==> src/rtl/barrel_shift_pipe.sv <==
// Pipelined barrel shifter, one registered stage per shift-amount bit.
// Optional rotate logic under `BARREL_SHIFT_PIPE_ROTATE_EN`.
//
// Ports:
//   clk, rst        rising-edge clock, async active-high reset
//   in_valid/ready  operand handshake (din, shift, dir, mode)
//   din [WIDTH]     operand
//   shift [SHW]     shift amount 0..WIDTH-1
//   dir             0 = left, 1 = right
//   mode [2]        00 logical, 01 arith, 10 rotate, 11 logical
//   out_valid/ready result handshake
//   dout [WIDTH]    result, the last stage data register
`timescale 1ns/1ps

module barrel_shift_pipe #(
  parameter int WIDTH = 8,
  localparam int SHW = $clog2(WIDTH)
) (
  input  logic             clk,
  input  logic             rst,
  input  logic             in_valid,
  output logic             in_ready,
  input  logic [WIDTH-1:0] din,
  input  logic [SHW-1:0]   shift,
  input  logic             dir,
  input  logic [1:0]       mode,
  output logic             out_valid,
  input  logic             out_ready,
  output logic [WIDTH-1:0] dout
);

  typedef struct packed {
    logic             valid;
    logic [WIDTH-1:0] data;
    logic [SHW-1:0]   amt;
    logic             dir;
    logic [1:0]       mode;
    logic             sign;
  } stage_t;

  // One conditional shift by n positions.
  // sign is the operand's original MSB, carried
  // so arithmetic fill never depends on partial data.
  function automatic logic [WIDTH-1:0] step(
    input logic [WIDTH-1:0] d,
    input int               n,
    input logic             right,
    input logic [1:0]       op,
    input logic             sign
  );
    logic [WIDTH-1:0] r;
    logic [WIDTH-1:0] top;
    logic             arith;
    logic             rot;
    arith = (op == 2'b01) && right;
`ifdef BARREL_SHIFT_PIPE_ROTATE_EN
    rot = (op == 2'b10);
`else
    rot = 1'b0;
`endif
    top = ~({WIDTH{1'b1}} >> n);
    if (right) begin
      r = d >> n;
      if (arith) r = r | (top & {WIDTH{sign}});
`ifdef BARREL_SHIFT_PIPE_ROTATE_EN
      if (rot) r = r | (d << (WIDTH - n));
`endif
    end else begin
      r = d << n;
`ifdef BARREL_SHIFT_PIPE_ROTATE_EN
      if (rot) r = r | (d >> (WIDTH - n));
`endif
    end
    if (rot && arith) r = '0;
    return r;
  endfunction

  logic   advance;
  stage_t head;
  stage_t last;

  // All stages move together; a full stall
  // freezes every register including bubbles.
  assign advance  = !last.valid || out_ready;
  assign in_ready = advance;

  always_comb begin
    head       = '0;
    head.valid = in_valid;
    head.data  = din;
    head.amt   = shift;
    head.dir   = dir;
    head.mode  = mode;
    head.sign  = din[WIDTH-1];
  end

  for (genvar k = 0; k < SHW; k++) begin : g_stage
    stage_t src;
    stage_t nxt;
    stage_t q;

    if (k == 0) begin : g_head
      assign src = head;
    end else begin : g_link
      assign src = g_stage[k-1].q;
    end

    always_comb begin
      nxt = src;
      if (src.amt[k]) begin
        nxt.data = step(src.data, 1 << k,
                        src.dir, src.mode,
                        src.sign);
      end
    end

    always_ff @(posedge clk or posedge rst) begin
      if (rst) begin
        q <= '0;
      end else if (advance) begin
        q <= nxt;
      end
    end
  end

  assign last      = g_stage[SHW-1].q;
  assign out_valid = last.valid;
  assign dout      = last.data;

  // Control fields of the last stage have no consumer.
  logic unused_tail;
  assign unused_tail = ^{last.amt, last.dir,
                         last.mode, last.sign};

endmodule

==> config.mk <==
export PLATFORM = sky130hd
export DESIGN_NAME = barrel_shift_pipe
export DESIGN_NICKNAME = d
export VERILOG_FILES = /design/src/rtl/barrel_shift_pipe.sv
export SDC_FILE = /design/constraint.sdc
export NUM_CORES = 1
export LEC_CHECK = 0
export CAP_MARGIN = 30
export CORE_ASPECT_RATIO = 0.9
export CORE_MARGIN = 2
export CORE_UTILIZATION = 57
export DETAILED_ROUTE_END_ITERATION = 8
export GPL_TIMING_DRIVEN = 0
export PLACE_DENSITY = 0.91
export REMOVE_ABC_BUFFERS = 1
export SLEW_MARGIN = 25
export SYNTH_ARGS = -nofsm -noshare
export SYNTH_HDL_FRONTEND = slang
export SYNTH_SLANG_ARGS = --single-unit
==> constraint.sdc <==
create_clock -name clk -period 3.17 [get_ports clk]
set_input_delay 0.4755 -clock clk [delete_from_list [all_inputs] [get_ports clk]]
set_output_delay 0.4755 -clock clk [all_outputs]
set_load 0.05 [all_outputs]
==> impl_metrics.json <==
{
  "status": "completed",
  "final_nets": 240,
  "max_cap_viol_count": 0,
  "final.period_utilization_pct": 94.36,
  "antenna_found_initial": 0,
  "finalHoldViolations": 0,
  "placementRows": 19,
  "worstHoldPathCells": 2,
  "setup_slack_ns": 0.1788,
  "ys_types": 20,
  "vias": 1452,
  "worstSetupEndpointType": "output pin",
  "post-place-ws_ns": 0.1675,
  "fin_crit_ns": 2.991,
  "worstRegToRegCells": 4,
  "postSynthAreaPerCell_um2": 9.291,
  "peakVddDrop_mv": 0.4227,
  "core_um2": 3090,
  "grt_max_degree": 39,
  "overflow": 0,
  "io_pins": 28,
  "ys.flop_type": "dfrtp_1",
  "wl_per_cell_um": 11.79,
  "rsz0062_at_grt": "false",
  "numPortBuffers": 27,
  "drive_above_1_share_pct": 4.484,
  "cellPowerDensity_nw_per_um2": 852.9,
  "synth_top_area_share_pct": 50.67,
  "fp.dieH_um": 58.44,
  "htree_levels": 2,
  "die-width_um": 64.49,
  "vias_per_cell": 5.479,
  "wl_um": 3124,
  "yosys_register_bits": 38,
  "start_kind": "primary input",
  "clockRootBuffer": "clkbuf_4",
  "worst_pin_slew_ns": 0.7512,
  "cts_hold_buf": 0,
  "critPathKind": "primary input to output pin",
  "finalHoldWorstSlack_ns": 0.4735,
  "hpwl_um": 2288,
  "drc": 0,
  "final_area_um2": 2198,
  "cts_buffers": 5,
  "postCtsSetupBuffers": 0,
  "hp-class": "register to register",
  "clkSinkCount": 38,
  "drt_iter0_drc": 54,
  "cts_tree": "done",
  "ant_nets": 0,
  "p_leak_nw": 1.031,
  "grt_pass1_wl_um": 5533,
  "path_max_fanout": 28,
  "clkLatencyLatePin_ns": 0.33,
  "syn_inst": 202,
  "finalSetupViolations": 0,
  "synth_most_common_cell": "nand2_1",
  "ys_top_cells_by_area": "dfrtp_1 51%, nand2_1 11%, mux2i_1 5.3%",
  "clock_path_buffers": 2,
  "yosysTopAreaCell": "dfrtp_1",
  "async_flop_share_pct": 100.0,
  "first_pass_iters": 4,
  "clkTransAtPathRegs_ns": 0.10,
  "yosys_warnings": 0,
  "place_congestion": 0.8057,
  "relSlewSlack_pct": 49.85,
  "insertedDiodeCount": 0,
  "yosys-top-cells-count": "53 x nand2_1, 38 x dfrtp_1, 14 x o21ai_0",
  "seq_area_frac_synth_pct": 50.67,
  "ctsResizeCount": 0,
  "placed_area_um2": 2123,
  "fmax_ghz": 0.3343,
  "crit_arrival_ns": 2.52,
  "die-area_um2": 3768,
  "finalMaxSlewViolations": 0,
  "fill_cells": 252,
  "critical_path_required_ns": 2.69,
  "skew_ns": 0.004898,
  "grt_util_all_layers_pct": 19.09,
  "grt_pass1_vias": 1286,
  "synth_edf_count": 0,
  "synth_area_um2": 1877,
  "start_util_pct": 60.73,
  "area_delta_synth_final_pct": 17.13
}
-- cells by family (layout without fill, tap and decap cells) --
kind of cell	after synthesis	count (layout)	synth area share, %
flops	38	38	50.67
buf+inv	17	38	6.332
compound gates	48	48	15.93
mux	10	10	5.334
simple gates	89	89	21.73
-- path summary, 6_finish.rpt --
| check | start | endpoint | slack [ns] |
|---|---|---|---|
| worst max-delay path | out_ready | in_ready | 0.18 |
| worst min register to register | g_stage[1].q[15] | g_stage[1].q[15] | 0.47 |
| worst min-delay path | g_stage[1].q[15] | g_stage[1].q[15] | 0.47 |
| max in group asynchronous | rst | g_stage[1].q[11] | 2.10 |
| min in group asynchronous | rst | g_stage[1].q[6] | 0.59 |
| worst max register to register | out_valid | g_stage[0].q[14] | 1.63 |
-- cells in the final DEF, fill, tap and decap left out, drive strengths merged, types with 8 or more instances in the layout --
master,synthesis,layout
a21o,10,10
mux2i,10,10
o21ai,21,21
nand2b,8,8
dfrtp,38,38
nand2,53,53
clkdlybuf4s50,0,27
nor2,10,10
a211oi,10,10
-- critical path, cell delays in order --
cell	delay [ns]
clkdlybuf4s50_1	0.44
nor2b_4	0.51
inv_2	0.30
clkdlybuf4s50_1	0.78
-- where the power goes --
group | leakage, nW | total, W | internal, W | switching, W
Combinational | 0.532 | 0.000738 | 0.000311 | 0.000427
Sequential | 0.460 | 0.000826 | 0.000662 | 0.000164
Clock | 0.0395 | 0.000311 | 0.000167 | 0.000143
Total | 1.03 | 0.00187 | 0.00114 | 0.000735
-- layout make-up --
class | count | area (um2) | share of cell area (%)
multi-input combinational | 147 | 814.5 | 37.05
timing repair buffer | 28 | 297.8 | 13.55
inverter | 2 | 7.507 | 0.3415
clock inverter | 1 | 30.03 | 1.366
tap | 42 | 52.55 | 2.390
clock buffer | 7 | 45.04 | 2.049
sequential | 38 | 950.9 | 43.26
-- flip-flops by register name, indices dropped and copies added (netlist names) --
name / flops
out_valid: 1
dout: 8
g_stage.q: 29
-- through the flow --
stage               cells  total power, W  util [%]  setup TNS (ns)
floorplan             187        0.001318         -          -8.540
global placement      256        0.001528     67.57          -42.65
detailed placement    257        0.001581     68.70               0
CTS                   265        0.001896     71.13               0
global route          265        0.002017     71.13               0
finish                265        0.001875     71.13               0
-- metal layers --
metal,part of all wire (%),global-route usage [%],up-vias
li1,-,-,727
met1,43,21.60,674
met2,49,34.82,46
met3,5.8,5.163,5
met4,1.4,7.295,0
met5,0,0,-
(Power assumes the default switching activity.)
